$ cat config.mk
export PLATFORM = sky130hd
export DESIGN_NAME = iir_tc_sequencer
export DESIGN_NICKNAME = d
export VERILOG_FILES = /design/src/rtl/iir_tc_sequencer.sv
export SDC_FILE = /design/constraint.sdc
export NUM_CORES = 1
export LEC_CHECK = 0
export ABC_AREA = 1
export BUFFER_PORTS_ARGS = -buffer_cell sky130_fd_sc_hd__buf_4
export CAP_MARGIN = 30
export CORE_MARGIN = 5
export CORE_UTILIZATION = 40
export CTS_CLUSTER_DIAMETER = 80
export CTS_CLUSTER_SIZE = 8
export DETAILED_ROUTE_END_ITERATION = 8
export PLACE_DENSITY = 0.68
export SYNTH_ARGS = -nofsm -noshare
export SYNTH_HDL_FRONTEND = slang
export SYNTH_SLANG_ARGS = --single-unit
$ cat constraint.sdc
create_clock -name i_clk -period 10.4 [get_ports i_clk]
set_input_delay 1.56 -clock i_clk [delete_from_list [all_inputs] [get_ports i_clk]]
set_output_delay 1.56 -clock i_clk [all_outputs]
set_load 0.05 [all_outputs]
$ cat src/rtl/iir_tc_sequencer.sv
// Measurement sequencer: programs the IIR shift coefficient, waits flush + settle, averages filter output.
// Latency: PIPE_LAT + 2^(k+SETTLE_TC_LOG2) + 2^AVG_LOG2 cycles from accepted start to o_result_valid.
// Backpressure: result held stable in HOLD until i_result_ready; new starts ignored until back in IDLE.
module iir_tc_sequencer #(
  parameter int PIPE_LAT       = 3,
  parameter int SETTLE_TC_LOG2 = 3,
  parameter int AVG_LOG2       = 2
) (
  input  logic               i_clk,
  input  logic               i_rst_n,
  input  logic               i_start,
  input  logic [3:0]         i_tc_code,
  input  logic               i_abort,
  output logic               o_busy,
  output logic               o_tc_err,
  output logic [3:0]         o_coefficient,
  input  logic signed [35:0] i_filt_data,
  output logic signed [35:0] o_result,
  output logic               o_result_valid,
  input  logic               i_result_ready
);

  localparam int ACC_W = 36 + AVG_LOG2;
  localparam int CNT_W = 26;
  // PIPE_LAT must be at least 1 so the flush phase has a terminal count.
  localparam logic [CNT_W-1:0] FLUSH_LAST = CNT_W'(PIPE_LAT - 1);
  localparam logic [CNT_W-1:0] ACCUM_LAST = CNT_W'((1 << AVG_LOG2) - 1);

  typedef enum logic [2:0] {
    IDLE   = 3'd0,
    FLUSH  = 3'd1,
    SETTLE = 3'd2,
    ACCUM  = 3'd3,
    HOLD   = 3'd4
  } state_e;

  state_e                  state_q;
  logic [CNT_W-1:0]        cnt_q;
  logic signed [ACC_W-1:0] acc_q;
  logic                    busy_q;
  logic                    err_q;
  logic [3:0]              coef_q;
  logic signed [35:0]      result_q;
  logic                    valid_q;

  // Invalid codes fall back to code 10 (k=18) and raise the error flag.
  logic       code_bad_d;
  logic [3:0] code_eff_d;
  assign code_bad_d = (i_tc_code == 4'd0) || (i_tc_code > 4'd12);
  assign code_eff_d = code_bad_d ? 4'd10 : i_tc_code;

  // Shift k of the filter, derived from the latched (always valid) coefficient code.
  logic [4:0] shift_k;
  always_comb begin
    shift_k = 5'd18;
    case (coef_q)
      4'd1:    shift_k = 5'd3;
      4'd2:    shift_k = 5'd5;
      4'd3:    shift_k = 5'd7;
      4'd4:    shift_k = 5'd8;
      4'd5:    shift_k = 5'd10;
      4'd6:    shift_k = 5'd12;
      4'd7:    shift_k = 5'd13;
      4'd8:    shift_k = 5'd15;
      4'd9:    shift_k = 5'd17;
      4'd10:   shift_k = 5'd18;
      4'd11:   shift_k = 5'd20;
      4'd12:   shift_k = 5'd22;
      default: shift_k = 5'd18;
    endcase
  end

  // Settle length is 2^(k+SETTLE_TC_LOG2); the counter runs 0..S-1.
  logic [5:0]       settle_log2;
  logic [CNT_W-1:0] settle_last;
  assign settle_log2 = 6'(shift_k) + 6'(SETTLE_TC_LOG2);
  assign settle_last = (CNT_W'(1) << settle_log2) - CNT_W'(1);

  // Running sum including the sample presented this cycle (sign-extended).
  logic signed [ACC_W-1:0] acc_sum_d;
  assign acc_sum_d = acc_q + ACC_W'(i_filt_data);

  // Sequencer FSM with registered outputs; abort outranks every other request.
  always_ff @(posedge i_clk or negedge i_rst_n) begin
    if (!i_rst_n) begin
      state_q  <= IDLE;
      cnt_q    <= '0;
      acc_q    <= '0;
      busy_q   <= 1'b0;
      err_q    <= 1'b0;
      coef_q   <= 4'b1010;
      result_q <= '0;
      valid_q  <= 1'b0;
    end else if (i_abort && (state_q != IDLE)) begin
      state_q <= IDLE;
      cnt_q   <= '0;
      busy_q  <= 1'b0;
      valid_q <= 1'b0;
    end else begin
      case (state_q)
        IDLE: begin
          if (i_start && !i_abort) begin
            coef_q  <= code_eff_d;
            err_q   <= code_bad_d;
            busy_q  <= 1'b1;
            cnt_q   <= '0;
            acc_q   <= '0;
            state_q <= FLUSH;
          end
        end
        FLUSH: begin
          if (cnt_q == FLUSH_LAST) begin
            cnt_q   <= '0;
            state_q <= SETTLE;
          end else begin
            cnt_q <= cnt_q + CNT_W'(1);
          end
        end
        SETTLE: begin
          if (cnt_q == settle_last) begin
            cnt_q   <= '0;
            state_q <= ACCUM;
          end else begin
            cnt_q <= cnt_q + CNT_W'(1);
          end
        end
        ACCUM: begin
          acc_q <= acc_sum_d;
          if (cnt_q == ACCUM_LAST) begin
            cnt_q    <= '0;
            // Arithmetic shift gives floor rounding; upper bits dropped, no saturation.
            result_q <= 36'(acc_sum_d >>> AVG_LOG2);
            valid_q  <= 1'b1;
            state_q  <= HOLD;
          end else begin
            cnt_q <= cnt_q + CNT_W'(1);
          end
        end
        HOLD: begin
          if (i_result_ready) begin
            valid_q <= 1'b0;
            busy_q  <= 1'b0;
            state_q <= IDLE;
          end
        end
        default: begin
          state_q <= IDLE;
          busy_q  <= 1'b0;
          valid_q <= 1'b0;
        end
      endcase
    end
  end

  assign o_busy         = busy_q;
  assign o_tc_err       = err_q;
  assign o_coefficient  = coef_q;
  assign o_result       = result_q;
  assign o_result_valid = valid_q;

endmodule

Yosys cells after proc, flatten, opt, wreduce, memory -nomap -nowiden
Memory sizes are Yosys's and may differ from the RTL's.
Cells that the tools add are included.

storage, ports and cells
  register bits = 110
  bits in read-only memories = 80
  bits of input ports = 45
  output and inout bits = 43
  logic and storage cells = 72
  memories = 1

cells by class
  add/sub/neg operators = 4
  order comparisons = 1
  equality and inequality tests = 15
  shift-type cells = 1
  muxes and demuxes = 23
  bitwise logic cells = 1
  reductions and logical operators = 18

memories
  memory           depth  bits a word  rd ports  clocked after memory_dff  write ports  line  text
  (no name shown)  16     5            1         0                         0            56    case (coef_q)

operators with widths
  cell                                                                    count
  26-bit 2-to-1 mux                                                       5
  26-bit case mux with 4 select lines                                     1
  38-bit case mux with 2 select lines                                     1
  26-bit by 2-bit equality test with 1-bit output, second input constant  2
  38-bit by 36-bit adder with 38-bit output                               1
  38-bit 2-to-1 mux                                                       1
  26-bit by 1-bit adder with 26-bit output, second input constant         1
  26-bit equality test                                                    1
  1-bit by 6-bit left shift with 26-bit output, first input constant      1
  26-bit by 2-bit subtractor with 26-bit output, second input constant    1
  3-bit 2-to-1 mux                                                        6
  3-bit != test, second input constant                                    5
  3-bit case mux with 5 select lines                                      1
  3-bit AND reduction                                                     5
  5-bit by 2-bit adder with 6-bit output, second input constant           1
  3-bit by 2-bit equality test with 1-bit output, second input constant   2
  1-bit case mux with 3 select lines                                      2
  3-bit OR reduction                                                      2
  1-bit 2-to-1 mux                                                        5
  5-bit AND reduction                                                     1
  5-bit nonzero test                                                      1
  4-bit greater-than comparator, second input constant                    1
  4-bit zero test                                                         1
  4-bit 2-to-1 mux                                                        1
  other kinds (12)                                                        14

Longest topological paths before layout
An unclocked memory read counts as a cell.

  depth after elaboration = 8
  depth in mapped cells = 29
  mapped depth without buffers = 29

Worst setup path before layout
Ideal clock, no wire load.

  path type = in2reg
  start point = in i_filt_data[0]
  end point = reg acc_q[34]
  data arrival time = 4.023 ns
  slack = 6.259 ns
  stages = 16
  cells stage by stage = ha_1 > fa_1 > nand3_1 > nand3_1 > a21oi_1 > o21ai_1 > a21boi_0 > o21ai_1 > a21boi_0 > o21ai_1 > a21oi_1 > o21ai_1 > nand2_1 > nand3_1 > nand3_1 > nand2_1

on the way
  word-level cells in the longest chain between the ends = 2

ends and longest elaborated chain
  element                                    line  text
  from (decl)                                17    input logic signed [35:0] i_filt_data,
  38-bit by 36-bit adder with 38-bit output  81    assign acc_sum_d = acc_q + ACC_W'(i_filt_data);
  38-bit case mux with 2 select lines        100   case (state_q)
  to (signal assigned)                       128   acc_q <= acc_sum_d;
  to (decl)                                  39    logic signed [ACC_W-1:0] acc_q;

No other way between the ends.
A chain may end at the register's enable or synchronous reset.

Worst setup path in the final report
  start point = reg coef_q[1], in the netlist o_coefficient[1]
  end point = reg cnt_q[13]

on the way
  word-level cells in the longest chain between the ends = 8

ends and longest elaborated chain
  element                                        line  text
  from (decl)                                    42    logic [3:0] coef_q;
  from (signal assigned)                         103   coef_q <= code_eff_d;
  memory read 16 x 5 bit                         --
  5-bit by 2-bit adder with 6-bit output         76    assign settle_log2 = 6'(shift_k) + 6'(SETTLE_TC_LOG2);
  1-bit by 6-bit left shift with 26-bit output   77    assign settle_last = (CNT_W'(1) << settle_log2) - CNT_W'(1);
  26-bit by 2-bit subtractor with 26-bit output  77
  26-bit equality test                           120   if (cnt_q == settle_last) begin
  26-bit 2-to-1 mux                              120
  26-bit case mux with 4 select lines            100
  26-bit 2-to-1 mux                              94    end else if (i_abort && (state_q != IDLE)) begin
  to (signal assigned)                           116   cnt_q <= cnt_q + CNT_W'(1);
  to (signal assigned)                           124   cnt_q <= cnt_q + CNT_W'(1);
  to (signal assigned)                           136   cnt_q <= cnt_q + CNT_W'(1);
  to (decl)                                      38    logic [CNT_W-1:0] cnt_q;

No other way between the ends.

==> summary.json <==
{
  "placed_design": {
    "place_ws_ns": 5.605,
    "placed_cells_incl_taps": 1578,
    "numPortBuffers": 87,
    "detailedPlacementHpwl_um": 17680,
    "gp_congestion": 0.8791
  },
  "drt": {
    "detailedRoute.firstIterationViolations": 617,
    "ant_nets": 0,
    "router_iterations_before_antenna_repair": 5,
    "route.final.wire_length_um": 22490,
    "detail_route.wl_per_cell_um": 14.11,
    "route.detailed.drc": 0,
    "routed_vias": 8066,
    "viasPerCell": 5.060
  },
  "timing": {
    "max_slew_margin_pct": 46.24,
    "post-route-min-period_ns": 4.568,
    "skew_ns": 0.006720,
    "final.setup.tns_ns": 0,
    "slew_of_the_pin_with_the_lowest_slew_margin_ns": 0.8065,
    "final_hold_violating_endpoints": 0,
    "final_max_slew_viol_count": 0,
    "grt_setup_unrepaired": "no",
    "finalSetupViolCount": 0,
    "final.period_utilization_pct": 43.93,
    "worst_slack_ns": 5.832,
    "maxClockFrequency_mhz": 218.9
  },
  "floorplan": {
    "dieHeight_um": 157.8,
    "core_um2": 21690,
    "starting_utilization_of_the_core_area_pct": 40.31,
    "die_area_um2": 24920,
    "floorplan.rows": 54,
    "top_level_ports": 88,
    "die_w_um": 157.8
  },
  "pwr": {
    "ir_drop_mv": 0.1517,
    "p_comb_share_pct": 67.3,
    "power_leakage_nw": 5.143,
    "cell_internal_power_dissipation_mw": 1.426,
    "cellPowerDensity_nw_per_um2": 308.1,
    "clkPwrFrac_pct": 12.1,
    "power_share_of_the_sequential_group_pct": 20.6,
    "p_sw_share_pct": 53.82,
    "power_mw": 3.088,
    "p_sw_mw": 1.662
  },
  "worst_setup_path": {
    "critPathSlowestCell": "dfstp_2",
    "timing.critical_path.from": "o_coefficient[1]$_DFFE_PN1P_",
    "worst_path_cell_chain": "inv_1 > ha_1 > nand2_4 > nand3_2 > nand3_4 > inv_1 > ha_1 > inv_1 > nor2_4 > nand4_1 > ha_1 > xor2_1 > inv_1 > nor3b_1 > nand4_1 > nor2_1 > nand2_1 > nor2_1 > nand4_1 > nand2_2 > nand2_4 > nand3_1 > nand2_1",
    "worst_path_most_repeated_cell": "inv_1",
    "critical_path_required_ns": 10.65,
    "rr_startpoint": "o_coefficient[1]$_DFFE_PN1P_",
    "cp_slowest_stage_delay_ns": 0.56,
    "crit_path_max_fanout": 25,
    "setup.worst_path.start_class": "register",
    "critPathArrivalTime_ns": 4.82,
    "crit_type": "reg -> reg",
    "cp_capture_type": "register"
  },
  "clock_network": {
    "tritoncts.num_buffers": 9,
    "holdBufCountCts": 0,
    "cts-htree-levels": 3,
    "cts_post_setup_buffers_inserted": 0,
    "post_cts_repair_resize_count": 0,
    "clk_latency_ns": 0.36,
    "cts_tree": "built",
    "root_buffer_cell": "clkbuf_16",
    "clock_tree.buffer_depth": 2,
    "clk_transition_reported_paths_ns": 0.07,
    "clock_sink_count": 110
  },
  "layout": {
    "layout_overhead_on_the_synthesized_area_pct": 14.61,
    "final-instance-count-excl-fill": 1594,
    "nFillCells": 2200,
    "nNetsFinal": 1401,
    "antenna-diode-count": 0,
    "drive_above_1_share_pct": 14.61
  },
  "worst_hold_path": {
    "timing.hold.worst.start": "cnt_q[18]$_DFFE_PN0P_",
    "worstHoldPathType": "reg -> reg"
  },
  "synth": {
    "synth.ff_latch_count": 110,
    "top_area_cells_in_the_synthesized_netlist": "dfrtp_1 31%, nand2_1 14%, ha_1 6.6%",
    "post_syn_instances": 1230,
    "number_of_enable_type_register_cells_in_the_synthesized_netlist": 0,
    "count_of_synthesis_stage_warnings_from_yosys": 0,
    "synth-seq-area-share_pct": 31.51,
    "async_flop_share_pct": 100.0,
    "post-synth-top-area-cell": "dfrtp_1",
    "post-synth-top-count-cell": "nand2_1",
    "post_synth.cell_area_avg_um2": 7.108,
    "synth_top_cell_area_share_pct": 30.91,
    "synth.cell_area_um2": 8743,
    "postSynth.topFlopCell": "dfrtp_1",
    "top_cell_types_by_occurrence_after_synthesis": "333 x nand2_1, 141 x inv_1, 110 x nor2_1",
    "synth.lib_cells_used.distinct": 53,
    "mappedNetlistNets": 1322
  },
  "grt": {
    "grtUsageTotal_pct": 18.50,
    "maximum_number_of_pins_on_one_net_before_global_route_repair": 63,
    "wire_length_of_the_first_global_routing_pass_um": 37720,
    "grt_pass1_vias": 7761,
    "antenna_found_initial": 0,
    "grt.overflow.total": 0
  },
  "job": {
    "max_cap_viol_count": 0
  },
  "outcome": {
    "run_status": "completed"
  }
}
-- cell families after synthesis --
logic type,Yosys count,share of synthesized area (%)
AOI/OAI and AO/OA,187,12.09
xor gates and xnor gates,76,7.770
adders and majority gates,47,6.812
buffers and inverters,172,7.871
DFF,110,31.51
other,1,0.04289
and+or+nand+nor,637,33.90
-- power groups by stage --
stage	clock [mW]	sequential, mW	combinational (mW)
2_1_floorplan	0	0.776	1.48
3_3_place_gp	0	0.638	2.05
3_5_place_dp	0	0.640	2.08
4_1_cts	0.384	0.634	2.09
5_1_grt	0.398	0.652	2.33
6_report	0.374	0.635	2.08
-- path summary, 6_finish.rpt --
path                                                      to  slack (ns)  depth (start not counted)
min in group asynchronous           o_result[31]$_DFFE_PN0P_        1.29                          1
worst max-delay path                   cnt_q[13]$_DFFE_PN0P_        5.83                         23
worst max register to register         cnt_q[13]$_DFFE_PN0P_        5.83                         23
worst min register to register         cnt_q[18]$_DFFE_PN0P_        0.49                          2
worst min-delay path                   cnt_q[18]$_DFFE_PN0P_        0.49                          2
max in group asynchronous       o_coefficient[0]$_DFFE_PN0P_        7.97                          2
-- metal layers --
metal  GRT usage, %  part of all wire (%)
met3          2.652                   4.3
met1          25.17                    47
met5              0                     0
met4          5.735                   1.9
met2          30.52                    47
-- cell usage in the layout, fill, tap and decap left out, drive strengths merged, types with 2 or more instances in the layout --
cell type / synthesis / layout
nor4: 8 / 8
nor2: 126 / 126
nor3b: 3 / 3
xnor2: 16 / 16
buf: 8 / 93
dfrtp: 108 / 108
inv: 147 / 147
a31oi: 8 / 8
nand2: 353 / 353
xor2: 59 / 59
nand3: 97 / 97
o211ai: 5 / 5
o21a: 7 / 7
a22o: 3 / 3
dfstp: 2 / 2
a21o: 3 / 3
nand4: 25 / 25
clkbuf: 17 / 10
or2: 7 / 7
ha: 46 / 46
a21boi: 4 / 4
o21bai: 4 / 4
nor3: 15 / 15
a21oi: 46 / 46
bufinv: 0 / 2
clkinv: 0 / 3
o21ai: 100 / 100
-- worst max-delay path: cells and delay by family, from the launching register on --
family | cells | cell delay (ns)
xor+xnor | 1 | 0.13
fa+ha+maj | 3 | 0.99
buf+inv | 4 | 0.34
flops | 1 | 0.56
simple gates | 15 | 2.43
-- stage by stage --
step,cell area [µm²],hold slack (ns),utilization (%)
3_5_place_dp,9706,0.4692,44.75
3_3_place_gp,9651,0.4624,44.50
4_1_cts,10020,0.4883,46.20
5_1_grt,10020,0.5138,46.20
6_report,10020,0.4858,46.20
2_1_floorplan,8743,0.4489,-
-- state kept, by name, indices dropped and copies added, names as in the netlist --
| register | cells |
|---|---|
| o_result_valid | 1 |
| state_q | 3 |
| o_tc_err | 1 |
| o_busy | 1 |
| acc_q | 38 |
| cnt_q | 26 |
| o_result | 36 |
| o_coefficient | 4 |
-- cell type report --
type | count | area (µm²) | area share, %
Inverter | 147 | 556.8 | 5.556
Clock buffer | 10 | 229.0 | 2.285
Multi-Input combinational cell | 948 | 5305 | 52.94
Tap cell | 280 | 350.3 | 3.496
Timing Repair Buffer | 93 | 738.2 | 7.367
Clock inverter | 6 | 86.33 | 0.8615
Sequential cell | 110 | 2755 | 27.49
Power figures use the tool's default switching activity.
